===== config.mk =====
export PLATFORM = sky130hd
export DESIGN_NAME = seq_multiplier
export DESIGN_NICKNAME = d
export VERILOG_FILES = /design/src/rtl/seq_mul_pkg.sv /design/src/rtl/seq_mul_ctrl.sv /design/src/rtl/seq_multiplier.sv
export SDC_FILE = /design/constraint.sdc
export NUM_CORES = 1
export LEC_CHECK = 0
export BUFFER_PORTS_ARGS = -buffer_cell sky130_fd_sc_hd__buf_2
export CAP_MARGIN = 10
export CORE_ASPECT_RATIO = 1.5
export CORE_MARGIN = 3
export CORE_UTILIZATION = 55
export CTS_BUF_LIST = sky130_fd_sc_hd__clkbuf_8
export DETAILED_ROUTE_END_ITERATION = 10
export PLACE_DENSITY_LB_ADDON = 0.12
export SETUP_SLACK_MARGIN = 0.4
export SYNTH_ARGS = -nofsm -noshare
export SYNTH_HDL_FRONTEND = slang
export SYNTH_SLANG_ARGS = --single-unit

===== constraint.sdc =====
create_clock -name Clk -period 6.8 [get_ports Clk]
set_input_delay 1.36 -clock Clk [delete_from_list [all_inputs] [get_ports Clk]]
set_output_delay 1.36 -clock Clk [all_outputs]
set_load 0.05 [all_outputs]

===== src/rtl/seq_mul_pkg.sv =====
// Shared definitions for the sequential shift-add multiplier: state encoding
// and the derivation of the iteration counter width.
package seq_mul_pkg;

  typedef enum logic [1:0] {
    S_IDLE = 2'd0,
    S_CALC = 2'd1,
    S_DONE = 2'd2
  } state_t;

  // Counter must hold WIDTH-1; never narrower than one bit.
  function automatic int cnt_width(input int w);
    return (w < 2) ? 1 : $clog2(w);
  endfunction

endpackage


===== src/rtl/seq_mul_ctrl.sv =====
// Control for the sequential multiplier: IDLE/CALC/DONE state machine plus the
// iteration counter. Status outputs are registered alongside the state so they
// never depend combinationally on the start request.
//
// Handshake: a start request is accepted on a rising edge where idle=1 and
// st=1; requests in any other cycle are dropped, not queued. done pulses for
// exactly one cycle, WIDTH+1 cycles after acceptance.
module seq_mul_ctrl
  import seq_mul_pkg::*;
#(
  parameter int WIDTH = 32,
  parameter int CNT_W = 5
) (
  input  logic clk,
  input  logic rst,
  input  logic st,
  output logic load,
  output logic calc,
  output logic last,
  output logic idle,
  output logic busy,
  output logic done
);

  localparam logic [CNT_W-1:0] LAST_CNT = CNT_W'(WIDTH - 1);

  state_t           state;
  logic [CNT_W-1:0] cnt;

  // Strobes for the datapath: capture operands, run one iteration, final one.
  always_comb begin
    load = (state == S_IDLE) && st;
    calc = (state == S_CALC);
    last = (state == S_CALC) && (cnt == LAST_CNT);
  end

  // State machine, iteration counter and registered status flags.
  always_ff @(posedge clk or posedge rst) begin
    if (rst) begin
      state <= S_IDLE;
      cnt   <= '0;
      idle  <= 1'b1;
      busy  <= 1'b0;
      done  <= 1'b0;
    end else begin
      case (state)
        S_IDLE: begin
          if (st) begin
            state <= S_CALC;
            cnt   <= '0;
            idle  <= 1'b0;
            busy  <= 1'b1;
          end
        end
        S_CALC: begin
          cnt <= cnt + CNT_W'(1);
          if (cnt == LAST_CNT) begin
            state <= S_DONE;
            busy  <= 1'b0;
            done  <= 1'b1;
          end
        end
        S_DONE: begin
          state <= S_IDLE;
          done  <= 1'b0;
          idle  <= 1'b1;
        end
        default: begin
          state <= S_IDLE;
          idle  <= 1'b1;
          busy  <= 1'b0;
          done  <= 1'b0;
        end
      endcase
    end
  end

endmodule


===== src/rtl/seq_multiplier.sv =====
// Sequential shift-add multiplier for the CPU multiply unit. One multiplier
// bit is consumed per cycle; signed mode subtracts the multiplicand on the
// final (MSB) iteration to apply the negative two's-complement weight.
// The upper accumulator carries one guard bit so it never overflows.
module seq_multiplier
  import seq_mul_pkg::*;
#(
  parameter int WIDTH = 32
) (
  input  logic               Clk,
  input  logic               Rst,
  input  logic               St,
  input  logic               Sgn,
  input  logic [WIDTH-1:0]   A,
  input  logic [WIDTH-1:0]   B,
  output logic               Idle,
  output logic               Busy,
  output logic               Done,
  output logic [2*WIDTH-1:0] Product
);

  localparam int CNT_W = cnt_width(WIDTH);

  logic load, calc, last;

  logic [WIDTH-1:0] mcand;
  logic             mode;
  logic [WIDTH:0]   upper;
  logic [WIDTH-1:0] lower;

  logic [WIDTH:0]   ext;
  logic [WIDTH:0]   addend;
  logic [WIDTH+1:0] sum;
  logic             shift_in;
  logic [WIDTH:0]   upper_n;
  logic [WIDTH-1:0] lower_n;

  seq_mul_ctrl #(
    .WIDTH (WIDTH),
    .CNT_W (CNT_W)
  ) u_ctrl (
    .clk  (Clk),
    .rst  (Rst),
    .st   (St),
    .load (load),
    .calc (calc),
    .last (last),
    .idle (Idle),
    .busy (Busy),
    .done (Done)
  );

  // One iteration: add/subtract the extended multiplicand, then shift right.
  always_comb begin
    ext    = mode ? {mcand[WIDTH-1], mcand} : {1'b0, mcand};
    addend = lower[0] ? ext : '0;
    if (mode && last)
      sum = {upper[WIDTH], upper} - {addend[WIDTH], addend};
    else if (mode)
      sum = {upper[WIDTH], upper} + {addend[WIDTH], addend};
    else
      sum = {1'b0, upper} + {1'b0, addend};
    // Signed: the guard bit is already the true sign. Unsigned: the carry.
    shift_in = mode ? sum[WIDTH] : sum[WIDTH+1];
    upper_n  = {shift_in, sum[WIDTH:1]};
    lower_n  = {sum[0], lower[WIDTH-1:1]};
  end

  // Operand capture, accumulator iteration and product hold register.
  always_ff @(posedge Clk or posedge Rst) begin
    if (Rst) begin
      mcand   <= '0;
      mode    <= 1'b0;
      upper   <= '0;
      lower   <= '0;
      Product <= '0;
    end else begin
      if (load) begin
        mcand <= A;
        mode  <= Sgn;
        upper <= '0;
        lower <= B;
      end else if (calc) begin
        upper <= upper_n;
        lower <= lower_n;
      end
      // Product becomes visible in the DONE cycle itself.
      if (last)
        Product <= {upper_n[WIDTH-1:0], lower_n};
    end
  end

endmodule


==> results of run 1 <==
-- metrics by stage --
stage               std cells  area [um^2]  worst slack [ps]
detailed placement       1586        11600              2761
global placement         1586        11600              2731
floorplan                1259        10870             781.5
finish                   1618        12010              2710
global route             1618        12010              2347
CTS                      1618        12010              2739
-- cell families after synthesis --
| kind of cell | after synthesis | share of synthesized area |
|---|---|---|
| xor gates and xnor gates | 40 | 0.03224 |
| adders and majority gates | 77 | 0.09003 |
| muxes | 39 | 0.03983 |
| and+or+nand+nor | 419 | 0.1683 |
| buffers and inverters | 143 | 0.05837 |
| AOI/OAI and AO/OA | 369 | 0.2151 |
| DFF | 172 | 0.3962 |
-- critical path, delay by kind of cell, from the launching register on --
family / cells / cell delay (ps)
AOI/OAI and AO/OA: 6 / 1420
xor gates and xnor gates: 1 / 260
adders and majority gates: 2 / 570
buffers and inverters: 1 / 50
DFF: 1 / 890
and+or+nand+nor: 3 / 730
-- sequential cells by signal (all words and copies together) (netlist names) --
signal	count
u_ctrl.state	2
mcand	32
upper	33
Product	64
lower	32
u_ctrl.idle	1
u_ctrl.busy	1
mode	1
u_ctrl.done	1
u_ctrl.cnt	5
-- synth_stat cells (3+ instances only) --
cell type                    n  share of area
sky130_fd_sc_hd__or3_1       6         0.0035
sky130_fd_sc_hd__nor3_1     24          0.011
sky130_fd_sc_hd__nand2_1   251          0.087
sky130_fd_sc_hd__buf_2       6         0.0028
sky130_fd_sc_hd__nand4_1     5         0.0029
sky130_fd_sc_hd__o22ai_1    17         0.0098
sky130_fd_sc_hd__xor2_1      9         0.0073
sky130_fd_sc_hd__nor2b_1    13         0.0075
sky130_fd_sc_hd__clkbuf_1   47          0.016
sky130_fd_sc_hd__o31ai_1     8         0.0055
sky130_fd_sc_hd__and3_1      4         0.0023
sky130_fd_sc_hd__a31oi_1     6         0.0035
sky130_fd_sc_hd__nand2b_1   15         0.0086
sky130_fd_sc_hd__o21ai_0   128          0.059
sky130_fd_sc_hd__nor4_1      6         0.0035
sky130_fd_sc_hd__nand3_1    11         0.0051
sky130_fd_sc_hd__o21ai_1     3         0.0014
sky130_fd_sc_hd__buf_4       6         0.0041
sky130_fd_sc_hd__mux2i_1     5         0.0046
sky130_fd_sc_hd__nor2_1     60          0.021
sky130_fd_sc_hd__a22oi_1    25          0.017
sky130_fd_sc_hd__and2_1      4         0.0023
sky130_fd_sc_hd__a22o_1      6         0.0048
sky130_fd_sc_hd__a211oi_1    9         0.0062
sky130_fd_sc_hd__dfrtp_1   171           0.39
sky130_fd_sc_hd__a311oi_1    7         0.0056
sky130_fd_sc_hd__nor3b_1     4         0.0028
sky130_fd_sc_hd__or4_1       5         0.0035
sky130_fd_sc_hd__xnor2_1    31          0.025
sky130_fd_sc_hd__o311ai_0    3         0.0024
sky130_fd_sc_hd__inv_1      69          0.024
sky130_fd_sc_hd__buf_1       4         0.0014
sky130_fd_sc_hd__ha_1       75          0.086
sky130_fd_sc_hd__o211ai_1   10         0.0069
sky130_fd_sc_hd__a21oi_1    83          0.038
sky130_fd_sc_hd__o21bai_1   13         0.0090
sky130_fd_sc_hd__buf_6       6         0.0062
sky130_fd_sc_hd__a21o_1     18          0.012
sky130_fd_sc_hd__or2_2       4         0.0023
sky130_fd_sc_hd__mux2_2     34          0.035
-- placed cells by master (no fill, tap or decap), types with 15 or more instances in the layout --
cell type                    n
sky130_fd_sc_hd__o22ai_1    17
sky130_fd_sc_hd__dfrtp_1   171
sky130_fd_sc_hd__nand2b_1   15
sky130_fd_sc_hd__a21o_1     18
sky130_fd_sc_hd__ha_1       75
sky130_fd_sc_hd__mux2_2     34
sky130_fd_sc_hd__o21ai_0   128
sky130_fd_sc_hd__xnor2_1    31
sky130_fd_sc_hd__a21oi_1    83
sky130_fd_sc_hd__nor2_1     58
sky130_fd_sc_hd__nand2_1   250
sky130_fd_sc_hd__clkbuf_8   20
sky130_fd_sc_hd__buf_2     134
sky130_fd_sc_hd__inv_1      69
sky130_fd_sc_hd__a22oi_1    25
sky130_fd_sc_hd__nor3_1     24
-- how the worst min path moves through the flow --
stage                                           end  slack, ps  depth (start not counted)
after floorplan           u_ctrl.cnt[3]$_DFFE_PP0P_        450                          1
after global placement      Product[10]$_DFFE_PP0P_        450                          2
after detailed placement     Product[4]$_DFFE_PP0P_        460                          2
after CTS                   Product[24]$_DFFE_PP0P_        480                          2
after global routing        Product[24]$_DFFE_PP0P_        500                          2
final                       Product[24]$_DFFE_PP0P_        470                          2
-- cell type report --
class | count | area (um^2)
Timing Repair Buffer | 144 | 745.7
Inverter | 70 | 267.8
Clock buffer | 20 | 275.3
Clock inverter | 12 | 133.9
Fill cell | 1735 | 7306
Tap cell | 256 | 320.3
Multi-Input combinational cell | 944 | 5962
Sequential cell | 172 | 4305
-- routing by layer --
metal | wire length, um | vias to the layer above | GRT usage
li1 | - | 4551 | -
met1 | 12120 | 4571 | 0.3383
met2 | 15300 | 262 | 0.5092
met3 | 1414 | 51 | 0.04886
met4 | 646 | 0 | 0.08743
met5 | 0 | - | 0
-- power by group through the flow --
stage / clock (W) / combinational [W] / sequential [W]
after detailed placement: 0 / 0.00417 / 0.00179
final: 0.000768 / 0.00421 / 0.00177
after global routing: 0.000817 / 0.00465 / 0.00183
after global placement: 0 / 0.00412 / 0.00178
after floorplan: 0 / 0.00301 / 0.00198
after CTS: 0.000781 / 0.00418 / 0.00177
==> impl_metrics.prom, run 1 <==
# TYPE chip_impl_metric gauge
chip_impl_metric{name="cts_max_path_buffers",unit=""} 2
chip_impl_metric{name="hold_buf_cts",unit=""} 0
chip_impl_metric{name="number_of_enable_flip_flop_cells_after_synthesis",unit=""} 0
chip_impl_metric{name="wl_per_cell",unit="um"} 18.22
chip_impl_metric{name="placement.io_buffers",unit=""} 134
chip_impl_metric{name="largest_vdd_supply_drop",unit="mV"} 0.2967
chip_impl_metric{name="rr_worst_depth",unit=""} 13
chip_impl_info{name="min-delay-start",value="Product[24]$_DFFE_PP0P_"} 1
chip_impl_metric{name="pwr_density_cell",unit="nW/um^2"} 562.1
chip_impl_metric{name="relSlewSlack",unit=""} 0.1854
chip_impl_metric{name="htree_levels",unit=""} 4
chip_impl_metric{name="area.growth.synth_to_final",unit="%"} 10.51
chip_impl_metric{name="netlist_area",unit="um^2"} 10870
chip_impl_metric{name="core_region_area",unit="um^2"} 19320
chip_impl_metric{name="grt_max_degree",unit=""} 96
chip_impl_metric{name="drt-total-wl",unit="mm"} 29.48
chip_impl_info{name="grt_setup_unrepaired",value="false"} 1
chip_impl_info{name="run_status",value="finished, final reports clean"} 1
chip_impl_metric{name="netSwitchingFraction",unit=""} 0.5074
chip_impl_metric{name="share_clk_of_total_power",unit=""} 0.114
chip_impl_metric{name="drt-vias-per-instance",unit=""} 5.831
chip_impl_metric{name="num-nets-final",unit=""} 1494
chip_impl_metric{name="finalWeightedCongestion",unit=""} 0.9792
chip_impl_info{name="crit_path_end",value="Product[47]$_DFFE_PP0P_"} 1
chip_impl_metric{name="syn-mean-instance-area",unit="um^2"} 8.632
chip_impl_metric{name="finalSetupViolCount",unit=""} 0
chip_impl_metric{name="gr-usage-all-layers",unit=""} 0.2809
chip_impl_metric{name="worstMarginPinSlew",unit="ps"} 1219
chip_impl_metric{name="dieWidth",unit="um"} 120.8
chip_impl_metric{name="syn_nets",unit=""} 1404
chip_impl_metric{name="antenna_cells",unit=""} 0
chip_impl_metric{name="arrival",unit="ps"} 4410
chip_impl_metric{name="drv.max_cap_violation_count",unit=""} 0
chip_impl_metric{name="switching_power",unit="W"} 0.003425
chip_impl_metric{name="ys_types",unit=""} 75
chip_impl_metric{name="fin_crit_sh",unit=""} 0.6015
chip_impl_metric{name="final-hold-violation-count",unit=""} 0
chip_impl_info{name="crit_chain",value="and2_1 -> ha_1 -> inv_1 -> fa_1 -> nor2_1 -> o311ai_1 -> a2111oi_0 -> or3_1 -> a21boi_0 -> o21bai_1 -> a21oi_1 -> xnor2_1 -> o21ai_0"} 1
chip_impl_metric{name="reg2reg_setup_slack",unit="ps"} 2710
chip_impl_metric{name="post_route_core_utilization",unit=""} 0.6218
chip_impl_metric{name="grt_pass1_wl",unit="mm"} 48.34
chip_impl_metric{name="hold_slack",unit="ps"} 472.6
chip_impl_metric{name="seq_area_frac_synth",unit=""} 0.3962
chip_impl_metric{name="grt.overflow.total",unit=""} 0
chip_impl_metric{name="power_frac_comb",unit=""} 0.624
chip_impl_metric{name="cp_slowest_stage_delay",unit="ps"} 890
chip_impl_info{name="max_stage_delay_cell_worst_path",value="sky130_fd_sc_hd__dfrtp_1"} 1
chip_impl_metric{name="ant_nets",unit=""} 0
chip_impl_metric{name="die_height",unit="um"} 178.2
chip_impl_metric{name="report.power.total",unit="W"} 0.006750
chip_impl_info{name="crit_start_category",value="register"} 1
chip_impl_metric{name="final.setup_skew",unit="ps"} 14.29
chip_impl_metric{name="place.detailed.hpwl",unit="mm"} 20.95
chip_impl_metric{name="p_seq_frac",unit=""} 0.263
chip_impl_info{name="tritoncts",value="built"} 1
chip_impl_metric{name="p_leak",unit="nW"} 5.668
chip_impl_metric{name="post-route-min-period",unit="ps"} 4090
chip_impl_info{name="worstHoldPathType",value="register to register"} 1
chip_impl_metric{name="postSynthRegisterBits",unit=""} 172
chip_impl_metric{name="ys_warn_count",unit=""} 0
chip_impl_metric{name="numClockSinks",unit=""} 172
chip_impl_info{name="prevailing_post_synth_register_cell",value="sky130_fd_sc_hd__dfrtp_1"} 1
chip_impl_metric{name="setup_tns",unit="ps"} 0
chip_impl_info{name="critical_path.reg2reg.startpoint",value="lower[0]$_DFFE_PP0P_"} 1
chip_impl_metric{name="clock_latency",unit="ps"} 490
chip_impl_metric{name="number_of_max_slew_violations_in_the_final_report",unit=""} 0
chip_impl_metric{name="floorplan.initialDensity",unit=""} 0.5626
chip_impl_metric{name="path_max_fanout",unit=""} 19
chip_impl_metric{name="critical_path_required",unit="ps"} 7120
chip_impl_metric{name="highest_clock_rate",unit="MHz"} 244.5
chip_impl_metric{name="placementRows",unit=""} 62
chip_impl_info{name="startpoint",value="lower[0]$_DFFE_PP0P_"} 1
chip_impl_metric{name="drc",unit=""} 0
chip_impl_metric{name="die_area",unit="um^2"} 21520
chip_impl_metric{name="vias",unit=""} 9435
chip_impl_info{name="crit-reg2reg-capture",value="Product[47]$_DFFE_PP0P_"} 1
chip_impl_metric{name="detailedRoute.firstIterationViolations",unit=""} 455
chip_impl_metric{name="via_count_of_the_first_global_routing_pass",unit=""} 9450
chip_impl_metric{name="async_flop_share",unit=""} 1.000
chip_impl_metric{name="drtPass1Iterations",unit=""} 5
chip_impl_metric{name="ctsResizeCount",unit=""} 0
chip_impl_metric{name="worst_setup_hold_path_clk_slew",unit="ps"} 100
chip_impl_metric{name="cts_post_setup_buffers_inserted",unit=""} 0
chip_impl_metric{name="initial_antenna_violation_count",unit=""} 0
chip_impl_metric{name="post_route_cells_drive_above_1_share",unit=""} 0.1740
chip_impl_info{name="critPathKind",value="register to register"} 1
chip_impl_metric{name="cts-buffers-inserted",unit=""} 17
chip_impl_metric{name="syn-instance-count",unit=""} 1259
chip_impl_info{name="setup.worst_path.end_class",value="register"} 1
chip_impl_info{name="cts_root_buffer",value="sky130_fd_sc_hd__clkbuf_8"} 1
chip_impl_metric{name="io_pins",unit=""} 135
chip_impl_metric{name="intPower",unit="W"} 0.003325
No activity file was read; power rests on OpenSTA's default activity.
==> run 2, diff against run 1 <==
==> constraint.sdc (replaced) <==
create_clock -name Clk -period 3.5 [get_ports Clk]
set_input_delay 0.7 -clock Clk [delete_from_list [all_inputs] [get_ports Clk]]
set_output_delay 0.7 -clock Clk [all_outputs]
set_load 0.05 [all_outputs]
==> run 2 against run 1 <==
Net effect: hold slack got worse by 180 ps; clock power is 93% higher; cell count is 3.7% higher; critical path depth fell by 1; clock skew about the same; die area is the same; largest power group unchanged.
==> impl_metrics.prom, run 2 (synthesis gave the netlist of run 1 again) <==
# TYPE chip_impl_metric gauge
chip_impl_info{name="run_status",value="finished, final reports clean"} 1
chip_impl_metric{name="final.fill_count",unit=""} 1565
chip_impl_info{name="critPathKind",value="register to register"} 1
chip_impl_info{name="max_stage_delay_cell_worst_path",value="sky130_fd_sc_hd__or4_4"} 1
chip_impl_metric{name="num-nets-final",unit=""} 1554
chip_impl_metric{name="relSlewSlack",unit=""} 0.2479
chip_impl_metric{name="initial_antenna_violation_count",unit=""} 0
chip_impl_info{name="worstHoldPathType",value="input port to asynchronous set/reset pin"} 1
chip_impl_metric{name="final-hold-violation-count",unit=""} 0
chip_impl_metric{name="rr_worst_depth",unit=""} 12
chip_impl_info{name="crit_chain",value="clkbuf_16 -> nand2_2 -> ha_4 -> nor2b_2 -> o21a_1 -> nor3_2 -> or4_4 -> a31oi_4 -> o21ai_2 -> a221o_1 -> a221oi_2 -> a22o_1"} 1
chip_impl_metric{name="arrival",unit="ps"} 3700
chip_impl_metric{name="via_count_of_the_first_global_routing_pass",unit=""} 9893
chip_impl_metric{name="switching_power",unit="W"} 0.007715
chip_impl_info{name="largest_registers",value="Product: 64 flops, upper: 33 flops"} 1
chip_impl_metric{name="drtPass1Iterations",unit=""} 5
chip_impl_metric{name="wl_per_cell",unit="um"} 18.77
chip_impl_metric{name="area.growth.synth_to_final",unit="%"} 23.23
chip_impl_metric{name="p_seq_frac",unit=""} 0.225
chip_impl_metric{name="cts-buffers-inserted",unit=""} 17
chip_impl_metric{name="intPower",unit="W"} 0.007788
chip_impl_metric{name="largest_vdd_supply_drop",unit="mV"} 0.5669
chip_impl_info{name="tritoncts",value="built"} 1
chip_impl_metric{name="core_region_area",unit="um^2"} 19320
chip_impl_info{name="crit-reg2reg-capture",value="upper[32]$_DFFE_PP0P_"} 1
chip_impl_metric{name="finalWeightedCongestion",unit=""} 0.9511
chip_impl_info{name="regMostFlops",value="Product"} 1
chip_impl_metric{name="largest_reg_flops",unit=""} 64
chip_impl_metric{name="p_leak",unit="nW"} 6.118
chip_impl_metric{name="netSwitchingFraction",unit=""} 0.4976
chip_impl_metric{name="grt_max_degree",unit=""} 113
chip_impl_metric{name="ant_nets",unit=""} 0
chip_impl_metric{name="hold_buf_cts",unit=""} 0
chip_impl_metric{name="grt.overflow.total",unit=""} 0
chip_impl_metric{name="placement.io_buffers",unit=""} 134
chip_impl_metric{name="die_height",unit="um"} 178.2
chip_impl_metric{name="post-route-min-period",unit="ps"} 3262
chip_impl_metric{name="place.detailed.hpwl",unit="mm"} 22.12
chip_impl_metric{name="vias",unit=""} 9843
chip_impl_info{name="startpoint",value="lower[0]$_DFFE_PP0P_"} 1
chip_impl_metric{name="post_route_core_utilization",unit=""} 0.6934
chip_impl_metric{name="share_clk_of_total_power",unit=""} 0.095
chip_impl_metric{name="setup_tns",unit="ps"} 0
chip_impl_metric{name="floorplan.initialDensity",unit=""} 0.5626
chip_impl_metric{name="drt-vias-per-instance",unit=""} 5.866
chip_impl_metric{name="power_frac_comb",unit=""} 0.679
chip_impl_metric{name="finalSetupViolCount",unit=""} 0
chip_impl_metric{name="reg2reg_setup_slack",unit="ps"} 240
chip_impl_metric{name="dieWidth",unit="um"} 120.8
chip_impl_metric{name="drt-total-wl",unit="mm"} 31.50
chip_impl_metric{name="numClockSinks",unit=""} 172
chip_impl_metric{name="worst_setup_hold_path_clk_slew",unit="ps"} 100
chip_impl_metric{name="drv.max_cap_violation_count",unit=""} 0
chip_impl_metric{name="critical_path_required",unit="ps"} 3940
chip_impl_metric{name="detailedRoute.firstIterationViolations",unit=""} 631
chip_impl_info{name="critical_path.reg2reg.startpoint",value="lower[0]$_DFFE_PP0P_"} 1
chip_impl_metric{name="worstMarginPinSlew",unit="ps"} 1124
chip_impl_metric{name="post_route_cells_drive_above_1_share",unit=""} 0.2897
chip_impl_metric{name="cts_max_path_buffers",unit=""} 2
chip_impl_info{name="final_cell_mix",value="sky130_fd_sc_hd__nand2_1 (238), sky130_fd_sc_hd__dfrtp_1 (170), sky130_fd_sc_hd__buf_2 (134)"} 1
chip_impl_info{name="grt_setup_unrepaired",value="true"} 1
chip_impl_metric{name="placementRows",unit=""} 62
chip_impl_metric{name="die_area",unit="um^2"} 21520
chip_impl_metric{name="drc",unit=""} 0
chip_impl_info{name="crit_start_category",value="register"} 1
chip_impl_metric{name="final.setup_skew",unit="ps"} 14.06
chip_impl_info{name="setup.worst_path.end_class",value="register"} 1
chip_impl_metric{name="number_of_max_slew_violations_in_the_final_report",unit=""} 0
chip_impl_metric{name="antenna_cells",unit=""} 0
chip_impl_metric{name="cp_slowest_stage_delay",unit="ps"} 560
chip_impl_metric{name="grt_pass1_wl",unit="mm"} 49.25
chip_impl_metric{name="fin_crit_sh",unit=""} 0.9320
chip_impl_info{name="layout.cells.most_common",value="sky130_fd_sc_hd__nand2_1"} 1
chip_impl_metric{name="highest_clock_rate",unit="MHz"} 306.6
chip_impl_metric{name="io_pins",unit=""} 135
chip_impl_metric{name="htree_levels",unit=""} 4
chip_impl_info{name="cts_root_buffer",value="sky130_fd_sc_hd__clkbuf_8"} 1
chip_impl_metric{name="clock_latency",unit="ps"} 500
chip_impl_metric{name="path_max_fanout",unit=""} 8
chip_impl_metric{name="gr-usage-all-layers",unit=""} 0.2869
chip_impl_metric{name="pwr_density_cell",unit="nW/um^2"} 1158
==> run 2: cell count changes in the layout (fill, tap and decap cells not counted), sizes merged <==
| cell | before | now |
|---|---|---|
| clkinvlp | 4 | 2 |
| clkinv | 2 | 7 |
| inv | 74 | 72 |
| buf | 144 | 203 |
==> run 2: final cells by class <==
class / count / area [um^2] / area share
clock buffers: 19 / 261.5 / 0.01953
clock inverters: 13 / 141.4 / 0.01056
inverters: 70 / 266.5 / 0.01990
multi-input cells: 944 / 6802 / 0.5078
flip-flops and latches: 172 / 4307 / 0.3216
well taps: 256 / 320.3 / 0.02392
repair buffers: 204 / 1295 / 0.09669
==> run 2: worst max path at each step <==
stage | to | slack [ps] | cells after the start
after global routing | upper[32]$_DFFE_PP0P_ | 150 | 12
after CTS | upper[32]$_DFFE_PP0P_ | 230 | 14
after floorplan | upper[32]$_DFFE_PP0P_ | 430 | 14
after detailed placement | upper[29]$_DFFE_PP0P_ | -9 | 12
final | upper[32]$_DFFE_PP0P_ | 240 | 12
after global placement | upper[29]$_DFFE_PP0P_ | 100 | 13
==> run 2: power by group through the flow <==
| stage | Clock, W | Sequential (W) | Combinational (W) |
|---|---|---|---|
| finish | 0.00148 | 0.00349 | 0.0105 |
| global route | 0.00159 | 0.00360 | 0.0114 |
| CTS | 0.00151 | 0.00340 | 0.00892 |
| detailed placement | 0 | 0.00342 | 0.00865 |
| global placement | 0 | 0.00340 | 0.00853 |
| floorplan | 0 | 0.00385 | 0.00587 |
==> run 2: per-layer routing <==
layer / GRT usage / vias up / share of wire / wire, um
met1: 0.3279 / 4788 / 0.40 / 12590
met5: 0 / - / 0 / 0
met3: 0.05457 / 81 / 0.047 / 1465
met4: 0.1200 / 0 / 0.034 / 1083
met2: 0.5213 / 302 / 0.52 / 16360
li1: - / 4672 / - / -
==> run 2: worst max-delay path, delay by kind of cell, from the launching register on <==
kind	cells	cell delay (ps)
and+or+nand+nor	4	950
AOI/OAI and AO/OA	6	1330
DFF	1	480
adders and majority gates	1	230
buffers and inverters	1	200
==> run 2: timing repair <==
item                                    CTS  global route
setup buffers                             2            19
endpoints found under the setup margin   44            44
resized for setup                        27           161
pin swaps                                 4            71
gates cloned                              0             1
hold endpoints to repair                  0             0
==> run 2: through the flow <==
stage	std cells	hold WS, ps	setup slack (ps)	instance area [um^2]	total power [W]
6_report	1678	293.2	237.9	13390	0.01550
5_1_grt	1678	314.6	149.0	13390	0.01656
4_1_cts	1658	296.2	228.9	12480	0.01383
3_5_place_dp	1624	456.3	-9.150	11930	0.01208
3_3_place_gp	1624	453.4	96.26	11930	0.01193
2_1_floorplan	1259	449.6	433.8	10880	0.009724
